==> src/rtl/rom_port_arbiter_pkg.sv <==
// Shared ROM/core constants used by the ROM port arbiter and its age counter.
package riscv_defs;
   localparam int ADDR_W         = 32;
   localparam int DATA_W         = 32;
   localparam int ROM_WORD_BYTES = DATA_W / 8;
   localparam int ROM_WORD_LSB   = $clog2(ROM_WORD_BYTES);
   localparam int CNT_W          = 4;
endpackage

==> src/rtl/rom_port_arbiter_age_counter.sv <==
// Counts consecutive cycles a pending fetch was denied; raises force_if_o once the limit is reached.
module rr_age_counter
   import riscv_defs::*;
#(
   parameter int MAX_WAIT = 4
) (
   input  logic clk,
   input  logic rst_n,
   input  logic if_req_i,
   input  logic if_gnt_i,
   output logic force_if_o
);
   localparam logic [CNT_W-1:0] LIMIT = CNT_W'(MAX_WAIT);

   logic [CNT_W-1:0] cnt_q, cnt_d;

   always_comb begin
      cnt_d = cnt_q;
      if (!if_req_i || if_gnt_i) cnt_d = '0;
      else if (cnt_q < LIMIT)    cnt_d = cnt_q + 4'd1;
   end

   always_ff @(posedge clk or negedge rst_n) begin
      if (!rst_n) cnt_q <= '0;
      else        cnt_q <= cnt_d;
   end

   assign force_if_o = if_req_i && (cnt_q >= LIMIT);
endmodule

==> src/rtl/rom_port_arbiter.sv <==
// Single ROM port shared by fetch and load; LS priority with IF anti-starvation, 1-cycle read latency.
module rom_port_arbiter
   import riscv_defs::*;
#(
   parameter int ADDR_W   = riscv_defs::ADDR_W,
   parameter int DATA_W   = riscv_defs::DATA_W,
   parameter int MAX_WAIT = 4
) (
   input  logic              clk,
   input  logic              rst_n,
   input  logic              if_req_i,
   input  logic [ADDR_W-1:0] if_addr_i,
   input  logic              if_flush_i,
   output logic              if_gnt_o,
   output logic              if_rvalid_o,
   output logic [DATA_W-1:0] if_rdata_o,
   input  logic              ls_req_i,
   input  logic [ADDR_W-1:0] ls_addr_i,
   output logic              ls_gnt_o,
   output logic              ls_rvalid_o,
   output logic [DATA_W-1:0] ls_rdata_o,
   output logic              rom_ce_o,
   output logic [ADDR_W-1:0] rom_addr_o,
   input  logic [DATA_W-1:0] rom_data_i
);
   logic              force_if;
   logic              if_rvalid_q, if_rvalid_d;
   logic              ls_rvalid_q, ls_rvalid_d;
   logic [DATA_W-1:0] if_rdata_q, if_rdata_d;
   logic [DATA_W-1:0] ls_rdata_q, ls_rdata_d;

   rr_age_counter #(.MAX_WAIT(MAX_WAIT)) u_age (
      .clk        (clk),
      .rst_n      (rst_n),
      .if_req_i   (if_req_i),
      .if_gnt_i   (if_gnt_o),
      .force_if_o (force_if)
   );

   // Grants are gated by rst_n so nothing reaches the ROM while reset is held.
   assign if_gnt_o   = rst_n && (force_if || (if_req_i && !ls_req_i));
   assign ls_gnt_o   = rst_n && ls_req_i && !if_gnt_o;
   assign rom_ce_o   = if_gnt_o || ls_gnt_o;
   assign rom_addr_o = if_gnt_o ? if_addr_i : (ls_gnt_o ? ls_addr_i : '0);

   always_comb begin
      if_rvalid_d = if_gnt_o && !if_flush_i;
      ls_rvalid_d = ls_gnt_o;
      if_rdata_d  = if_gnt_o ? rom_data_i : if_rdata_q;
      ls_rdata_d  = ls_gnt_o ? rom_data_i : ls_rdata_q;
   end

   always_ff @(posedge clk or negedge rst_n) begin
      if (!rst_n) begin
         if_rvalid_q <= 1'b0;
         ls_rvalid_q <= 1'b0;
         if_rdata_q  <= '0;
         ls_rdata_q  <= '0;
      end else begin
         if_rvalid_q <= if_rvalid_d;
         ls_rvalid_q <= ls_rvalid_d;
         if_rdata_q  <= if_rdata_d;
         ls_rdata_q  <= ls_rdata_d;
      end
   end

   assign if_rvalid_o = if_rvalid_q;
   assign ls_rvalid_o = ls_rvalid_q;
   assign if_rdata_o  = if_rdata_q;
   assign ls_rdata_o  = ls_rdata_q;
endmodule
==> config.mk <==
export PLATFORM = sky130hd
export DESIGN_NAME = rom_port_arbiter
export DESIGN_NICKNAME = d
export VERILOG_FILES = /design/src/rtl/rom_port_arbiter_pkg.sv /design/src/rtl/rom_port_arbiter_age_counter.sv /design/src/rtl/rom_port_arbiter.sv
export SDC_FILE = /design/constraint.sdc
export NUM_CORES = 1
export LEC_CHECK = 0
export CAP_MARGIN = 20
export CORE_MARGIN = 4
export CORE_UTILIZATION = 33
export DETAILED_ROUTE_END_ITERATION = 12
export GPL_ROUTABILITY_DRIVEN = 1
export HOLD_SLACK_MARGIN = 0.12
export PLACE_DENSITY = 0.75
export SYNTH_ARGS = -nofsm -noshare
export SYNTH_HDL_FRONTEND = slang
export SYNTH_SLANG_ARGS = --single-unit
==> constraint.sdc <==
create_clock -name clk -period 1.55 [get_ports clk]
set_clock_uncertainty 0.15 [all_clocks]
set_input_delay 0.155 -clock clk [delete_from_list [all_inputs] [get_ports clk]]
set_output_delay 0.155 -clock clk [all_outputs]
set_load 0.01 [all_outputs]
# --- Yosys cells after proc, flatten, opt, wreduce, memory -nomap -nowiden ---
# Cells that the tools add are included.
classes:
  n_addsub: 1
  magnitude_cmp: 2
  mux: 4
  n_reduce_logical: 14
ops:
  columns: ["op", "n"]
  rows:
  - ["32-bit 2-to-1 mux", 2]
  - ["4-bit 2-to-1 mux", 2]
  - ["1-bit logical AND", 6]
  - ["4-bit by 1-bit adder with 4-bit output (second input constant)", 1]
  - ["4-bit by 3-bit >= comparator with 1-bit output (second input constant)", 1]
  - ["1-bit zero test", 4]
  - ["4-bit by 3-bit less-than comparator with 1-bit output (second input constant)", 1]
  - ["1-bit logical OR", 3]
  - ["2-bit nonzero test", 1]
totals:
  regBits: 70
  input_bits: 101

# --- Logic depth before layout (Yosys ltp) ---
# Gate-level depths: netlist of run 1.
logic_depth:
  word_depth: 8
  mapped_depth: 5
  ltp_nobuf: 4

# --- Modules after synthesis ---
# Synthesis of run 1 repeated with hierarchy kept, for this count alone.
unflattened:
  hier_cells: 272
  area_unflattened_um2: 3188.1
by_module_without_submodules:
  columns: ["mod", "instances", "cells_each", "area_per_inst_um2", "seq_area_each_um2"]
  rows:
  - ["rom_port_arbiter", 1, 254, 3004.1, 1651.6]
  - ["rr_age_counter", 1, 18, 183.9, 100.1]

# --- Least setup slack after synthesis of run 1 ---
# Ideal clock, no wire load.
synth_timing:
  path_kind: "register -> output"
  startpoint: "register u_age.cnt_q[2]"
  endpoint: "output rom_addr_o[20]"
  arrival_ps: 1343
  required_time_ps: 1245
  slack_ps: -98
  path_stages_with_launch: 6
  path_cell_list: "dfrtp_1 > nand2b_4 > o211a_1 > buf_6 > buf_2 > a22o_1"
synth_via:
  elab_chain_cells: 8
synth_lines:
  columns: ["element", "line_no", "source"]
  rows:
  - ["from (decl)", "rom_port_arbiter_age_counter.sv:15", "logic [CNT_W-1:0] cnt_q, cnt_d;"]
  - ["from (signal assigned)", "rom_port_arbiter_age_counter.sv:25", "else cnt_q <= cnt_d;"]
  - ["4-bit by 3-bit >= comparator with 1-bit output (*)", "rom_port_arbiter_age_counter.sv:28", "assign force_if_o = if_req_i && (cnt_q >= LIMIT);"]
  - ["1-bit logical AND (*)", "rom_port_arbiter_age_counter.sv:28", null]
  - ["1-bit logical OR (*)", "rom_port_arbiter.sv:41", "assign if_gnt_o = rst_n && (force_if || (if_req_i && !ls_req_i));"]
  - ["1-bit logical AND (*)", "rom_port_arbiter.sv:41", null]
  - ["net if_gnt_o", "rom_port_arbiter.sv:14", "output logic if_gnt_o,"]
  - ["1-bit zero test", "rom_port_arbiter.sv:42", "assign ls_gnt_o = rst_n && ls_req_i && !if_gnt_o;"]
  - ["1-bit logical AND", "rom_port_arbiter.sv:42", null]
  - ["32-bit 2-to-1 mux", "rom_port_arbiter.sv:44", "assign rom_addr_o = if_gnt_o ? if_addr_i : (ls_gnt_o ? ls_addr_i : '0);"]
  - ["32-bit 2-to-1 mux (*)", "rom_port_arbiter.sv:44", null]
  - ["to (decl)", "rom_port_arbiter.sv:23", "output logic [ADDR_W-1:0] rom_addr_o,"]
# The timed path passes the listed nets; every way through them passes the cells marked *.

# --- Worst setup path in the final report of run 1 ---
layout_timing:
  startpoint: "register u_age.cnt_q[2]"
  endpoint: "output rom_addr_o[11]"
layout_via:
  elab_chain_cells: 8
layout_lines:
  columns: ["element", "line_no"]
  rows:
  - ["4-bit by 3-bit >= comparator with 1-bit output (*)", "rom_port_arbiter_age_counter.sv:28"]
  - ["1-bit logical AND (*)", "rom_port_arbiter_age_counter.sv:28"]
  - ["1-bit logical OR (*)", "rom_port_arbiter.sv:41"]
  - ["1-bit logical AND (*)", "rom_port_arbiter.sv:41"]
  - ["1-bit zero test", "rom_port_arbiter.sv:42"]
  - ["1-bit logical AND", "rom_port_arbiter.sv:42"]
  - ["32-bit 2-to-1 mux", "rom_port_arbiter.sv:44"]
  - ["32-bit 2-to-1 mux (*)", "rom_port_arbiter.sv:44"]
# Every way passes the cells marked *; elsewhere a longest branch is shown, timed or not.

==> run metrics, run 1 <==
largest net degree at the start of global routing 58; CP max-delay cell dfrtp_1; outcome finished, violations left; clk slew on worst S/H paths 0.07 ns; Via density 4.87; initial detailed-routing violation count 68; CTS max path bufs 2; Compound-Gate Fraction of Synth Area 10.6%; P&R area growth vs syn 84.6%; combinational cell fraction of total power 29.1%; most frequent cells in the layout 98 x clkdlybuf4s50_1, 70 x dfrtp_1, 55 x dlygate4sd2_1; Setup crit end kind output pin; WHS 0.168 ns; clock root buffer clkbuf_8; post-synthesis area per instance 15.4 sq um; fmax 493 MHz; slowest stage delay, CP 0.38 ns; final hold viol count 0; RSZ-0062 raised after global routing true; Synth Area in XOR/XNOR 0%; Pint 0.00428 W; static leakage 2.76 nW; largest family of logic cells by synthesized area multiplexers; share of cells above drive strength 1 34.3%; Nets 534; CTS sink cnt 70; max_slew headroom 51.4%; Setup CP Type flip-flop to output pin; Synth Area in Simple Gates 2.43%; core area 9150 sq um; synthesized net count 303; antenna-violating nets left 0; H-tree levels 3; DPL Wire Length 8.10 mm; Placed Cells 514; first-pass GRT wire length 17.0 mm; num ports 202; Routed WL per cell 20.3 um; Synth Area in Adders 0.405%; Worst Hold Class input pin to asynchronous set/reset pin; max-cap violations 0; worst skew pair latency 0.33 ns; Initial Util 33.7%; commonest non-fill, non-tap cell in the layout clkdlybuf4s50_1; Mapped Area 3090 sq um; gpl congestion 0.916; final WL 11.1 mm; Final Non-Filler Cells 548; mux contribution to synthesized area 26.5%; Die Y-Extent 105 um; gr usage total 20.0%; library cells used by synthesis 24; Final period util 131%; CP Max Fanout 6; Slew @ Worst Pin 0.728 ns; final setup vio count 99; Seq/Total Area, Yosys 56.7%; Die Wd 105 um; Worst Setup Start Kind flip-flop; CTS tree yes; TritonCTS Buffers 9; vias in the first global route 2,977; instance count of the mapped netlist 201; Sequential Power Share 39.8%; vias 2,668; Diodes inserted 0; min Tclk post-route 2.03 ns; CP Data Required Time 1.24 ns; drt first pass iters 4; failing checks setup timing; initial antenna violation count 0; Die Area 11,000 sq um; Clk pwr share 31.1%; warning count from the yosys run 0; post-synthesis register bit count 70; CP arrival 1.73 ns; Net Sw Power 0.00147 W; Max VDD drop 0.000648 V; final slew viol count 0; Sum Neg Setup Slack -26.97 ns; row count 35; worst setup margin -0.480 ns; cells along the critical path nand2b_4 > o211a_4 > clkbuf_16 > a22o_1 > buf_2; PortBufs 201; switching share of total power 25.6%; Cell Pwr Density 1010 nW/um^2; Register-to-Register Path Depth 7; DR DRC count 0; Overflow after GRT 0
-- synthesized netlist by cell type (all sizes together) --
| cell | number | area (sq um) |
|---|---|---|
| o21a | 1 | 7.51 |
| nor4b | 1 | 8.76 |
| o31a | 1 | 8.76 |
| nand4 | 1 | 6.26 |
| a21oi | 1 | 5.00 |
| a22o | 32 | 280 |
| buf | 14 | 101 |
| dfrtp | 70 | 1750 |
| nor2b | 2 | 12.5 |
| mux2 | 64 | 807 |
| nor2 | 2 | 7.51 |
| and3 | 1 | 6.26 |
| nor3b | 1 | 7.51 |
| ha | 1 | 12.5 |
| nand2b | 2 | 20.0 |
| o211a | 1 | 10.0 |
| inv | 1 | 3.75 |
| o21ai | 3 | 15.0 |
| nor4 | 1 | 6.26 |
| mux2i | 1 | 10.0 |
-- area by class of cell --
class	instances	area, sq um
Clock buffer	11	141
Multi-Input combinational cell	116	1250
Fill cell	777	3450
Timing Repair Buffer	234	2300
Clock inverter	5	106
Tap cell	111	139
Sequential cell	70	1750
Inverter	1	3.75
-- flip-flops by register name (all words and copies together), names as in the netlist --
register	flops
if_rvalid_o	1
ls_rvalid_o	1
ls_rdata_o	32
if_rdata_o	32
u_age.cnt_q	4
-- cells by family (layout without fill, tap and decap cells) --
logic type | count (synthesis) | in the layout
AOI/OAI and AO/OA | 39 | 39
DFF | 70 | 70
adders and majority gates | 1 | 1
muxes | 65 | 65
buffers and inverters | 15 | 251
and+or+nand+nor | 11 | 11
-- stage by stage --
stage,utilization [%],area (sq um),power (W),setup slack [ns]
5_1_grt,62.3,5700,0.00605,-0.549
2_1_floorplan,-,3100,0.00299,-0.0526
6_report,62.3,5700,0.00575,-0.480
4_1_cts,61.5,5630,0.00586,-0.525
3_5_place_dp,57.6,5270,0.00417,-0.824
3_3_place_gp,57.6,5270,0.00413,-0.809
-- worst paths after layout --
check	slack (ns)	endpoint	start
max	-0.48	rom_addr_o[11]	u_age.cnt_q[2]
min	0.17	if_rdata_o[1]	rst_n
max reg2reg	-0.38	if_rdata_o[29]	u_age.cnt_q[2]
min reg2reg	0.35	ls_rdata_o[23]	ls_rdata_o[23]
max in group asynchronous	0.23	if_rdata_o[30]	rst_n
min in group clk	0.20	ls_rvalid_o	rst_n
-- metal layers --
metal	wire length [um]	vias up	share of wire [%]	track usage, %
met5	0	-	0	0
met4	199	0	1.8	6.00
met3	831	14	7.5	6.55
met2	5880	117	53	36.3
met1	4200	1324	38	22.2
li1	-	1213	-	-
-- power groups by stage --
stage                     Clock [W]  Combinational (W)  Sequential, W
final                       0.00179            0.00168        0.00229
after global routing        0.00193            0.00179        0.00233
after CTS                   0.00185            0.00171        0.00230
after detailed placement          0            0.00183        0.00234
after global placement            0            0.00181        0.00232
after floorplan                   0           0.000520        0.00247
-- critical path: cells and delay by family (launching register included) --
kind | cells | cell delay (ns)
AOI/OAI and AO/OA | 2 | 0.54
buffers and inverters | 2 | 0.32
DFF | 1 | 0.38
and+or+nand+nor | 1 | 0.14
-- timing repair --
item                                   4_1_cts  5_1_grt
setup endpoints to repair                  147      114
endpoints found under the hold margin       70       13
pin swaps                                    3        3
buffers inserted                            10        1
gates resized for setup                    218       20
hold buffers                                 1        1
gates cloned                                 5        1
Power figures use the tool's default switching activity.
==> run 2: changes to the inputs <==
Settings changed: CELL_PAD_IN_SITES_DETAIL_PLACEMENT set to 1, CELL_PAD_IN_SITES_GLOBAL_PLACEMENT set to 1, CORE_UTILIZATION 33 to 29, PLACE_DENSITY 0.75 to unset, PLACE_DENSITY_LB_ADDON set to 0.1.
Clock period 1.55 ns to 2.34 ns, I/O delays scaled along.
==> run 2 against run 1 <==
Against the previous run:
- the run now ends clean
- count of clock-buffer cells in the layout fell by 1
- core utilization fell by 8.2 points
- critical path type unchanged
- critical endpoint is now rom_addr_o[8]
- sequential power fell by 34%
- first-iteration DRC count rose by 38%
- sequential share of layout area rose by 0.51 points
- wire length fell by 0.45%
- final cell count rose by 2.7%
- total power fell by 32%
- die area rose by 13%
==> run metrics, run 2 (synthesized netlist as in run 1, its figures left out) <==
outcome finished clean (was finished, violations left); Cell Pwr Density 697 nW/um^2 (was 1010 nW/um^2); Worst Setup Start Kind flip-flop (unchanged); TritonCTS Buffers 9 (unchanged); P&R area growth vs syn 81.7% (was 84.6%); CTS max path bufs 2 (unchanged); Worst Hold Class input pin to flip-flop (was input pin to asynchronous set/reset pin); CP arrival 1.87 ns (was 1.73 ns); CP max-delay cell dfrtp_1 (unchanged); Initial Util 29.8% (was 33.7%); Pint 0.00293 W (was 0.00428 W); CTS sink cnt 70 (unchanged); Diodes inserted 0 (unchanged); Clk pwr share 30.3% (was 31.1%); Slew @ Worst Pin 0.608 ns (was 0.728 ns); Die Area 12,400 sq um (was 11,000 sq um); Via density 4.66 (was 4.87); H-tree levels 3 (unchanged); Nets 524 (was 534); commonest non-fill, non-tap cell in the layout clkdlybuf4s50_1 (unchanged); Max VDD drop 0.000439 V (was 0.000648 V); CTS tree yes (unchanged); CP Max Fanout 10 (was 6); antenna-violating nets left 0 (unchanged); final slew viol count 0 (unchanged); DR DRC count 0 (unchanged); static leakage 2.51 nW (was 2.76 nW); PortBufs 201 (unchanged); switching share of total power 25.2% (was 25.6%); Die Y-Extent 111 um (was 105 um); vias in the first global route 2,869 (was 2,977); Final Non-Filler Cells 563 (was 548); CP Data Required Time 1.96 ns (was 1.24 ns); max_slew headroom 59.4% (was 51.4%); cells along the critical path nand2b_4 > o211a_2 > buf_4 > a22o_1 > dlygate4sd2_1 (was nand2b_4 > o211a_4 > clkbuf_16 > a22o_1 > buf_2); Sequential Power Share 39.0% (was 39.8%); gr usage total 17.7% (was 20.0%); Die Wd 111 um (was 105 um); Routed WL per cell 19.6 um (was 20.3 um); fmax 444 MHz; Setup CP Type flip-flop to output pin (unchanged); gpl congestion 0.860 (was 0.916); Placed Cells 541 (was 514); final hold viol count 0 (unchanged); Core Util, Final 54.1% (was 62.3%); CP startpoint u_age.cnt_q[2] (unchanged); critical path capture point rom_addr_o[8] (was rom_addr_o[11]); vias 2,622 (was 2,668); largest net degree at the start of global routing 50 (was 58); most frequent cells in the layout 166 x clkdlybuf4s50_1, 69 x dfrtp_1, 41 x mux2_2 (was 98 x clkdlybuf4s50_1, 70 x dfrtp_1, 55 x dlygate4sd2_1); row count 37 (was 35); DPL Wire Length 8.51 mm (was 8.10 mm); drt first pass iters 4 (unchanged); clk slew on worst S/H paths 0.08 ns (was 0.07 ns); final WL 11.1 mm (about the same); worst skew pair latency 0.32 ns (was 0.33 ns); Overflow after GRT 0 (unchanged); Register-to-Register Path Depth 5 (was 7); initial detailed-routing violation count 94 (was 68); combinational cell fraction of total power 30.7% (was 29.1%); final setup vio count 0 (was 99); R2R Path Start u_age.cnt_q[3] (was u_age.cnt_q[2]); min Tclk post-route 2.25 ns; Final period util 96.3%; reg-to-reg endpoint ls_rdata_o[22] (was if_rdata_o[29]); share of cells above drive strength 1 24.8% (was 34.3%); initial antenna violation count 0 (unchanged); max-cap violations 0 (unchanged); num ports 202 (unchanged); Setup crit end kind output pin (unchanged); clock root buffer clkbuf_8 (unchanged); slowest stage delay, CP 0.40 ns (was 0.38 ns); first-pass GRT wire length 17.3 mm (was 17.0 mm); core area 10,400 sq um (was 9150 sq um); flop2flop setup slack 0.36 ns (was -0.38 ns); Net Sw Power 0.000986 W (was 0.00147 W)
## run 2: cell count changes in the layout (fill, tap and decap cells not counted), moves of 7 or more
cell / change
buf_6: -11
clkdlybuf4s50_1: +68
dlygate4sd2_1: -23
dlymetal6s2s_1: -11
buf_4: +7
buf_2: -31
## run 2: power groups by stage
stage                     combinational, W  clock [W]  sequential, W
final                              0.00120    0.00119        0.00152
after CTS                          0.00122    0.00122        0.00153
after global placement             0.00122          0        0.00154
after floorplan                   0.000342          0        0.00163
after detailed placement           0.00123          0        0.00155
after global routing               0.00128    0.00130        0.00156
## run 2: metrics by stage
step / total power [W] / hold slack [ns] / worst slack, ns / area [sq um] / TNS [ns]
floorplan: 0.00198 / -0.212 / 0.613 / 3090 / 0
global placement: 0.00276 / 0.124 / -0.0784 / 5320 / -1.66
detailed placement: 0.00278 / 0.136 / -0.0987 / 5320 / -2.16
CTS: 0.00397 / 0.275 / 0.0113 / 5560 / 0
global route: 0.00413 / 0.291 / -0.00249 / 5610 / -0.00249
finish: 0.00391 / 0.289 / 0.0857 / 5610 / 0
## run 2: what timing repair did
action | in CTS | in global routing
resized for setup | 33 | 3
gates cloned | 0 | 1
hold endpoints to repair | 21 | 0
setup buffers | 1 | 1
pin swaps | 0 | 1
endpoints found under the setup margin | 33 | 8
hold buffers | 2 | 0
## run 2: cell type report
cell class | instances | area, sq um
Multi-Input combinational cell | 116 | 1240
Tap cell | 136 | 170
Sequential cell | 70 | 1750
Clock buffer | 10 | 138
Inverter | 1 | 3.75
Clock inverter | 6 | 109
Fill cell | 1081 | 4760
Timing Repair Buffer | 224 | 2200
## run 2: critical path, delay by kind of cell (launching register included)
family          cells  cell delay, ns
compound gates      2            0.52
simple gates        1            0.15
flops               1            0.40
buf+inv             2            0.48
## run 2: how the worst min path moves through the flow
stage / start / endpoint / slack [ns] / cells past startpoint
after floorplan: rst_n / if_rdata_o[0] / -0.21 / 0
final: if_flush_i / if_rvalid_o / 0.29 / 2
after global routing: if_flush_i / if_rvalid_o / 0.29 / 2
after global placement: rst_n / u_age.cnt_q[0] / 0.12 / 2
after detailed placement: rst_n / if_rdata_o[30] / 0.14 / 2
after CTS: if_flush_i / if_rvalid_o / 0.27 / 2
## run 2: layer usage
metal,GRT usage (%),vias to the layer above,wire length [um]
met1,21.3,1292,4580
met4,2.92,0,53
met3,7.59,4,954
met5,0,-,0
met2,30.1,132,5470
li1,-,1194,-
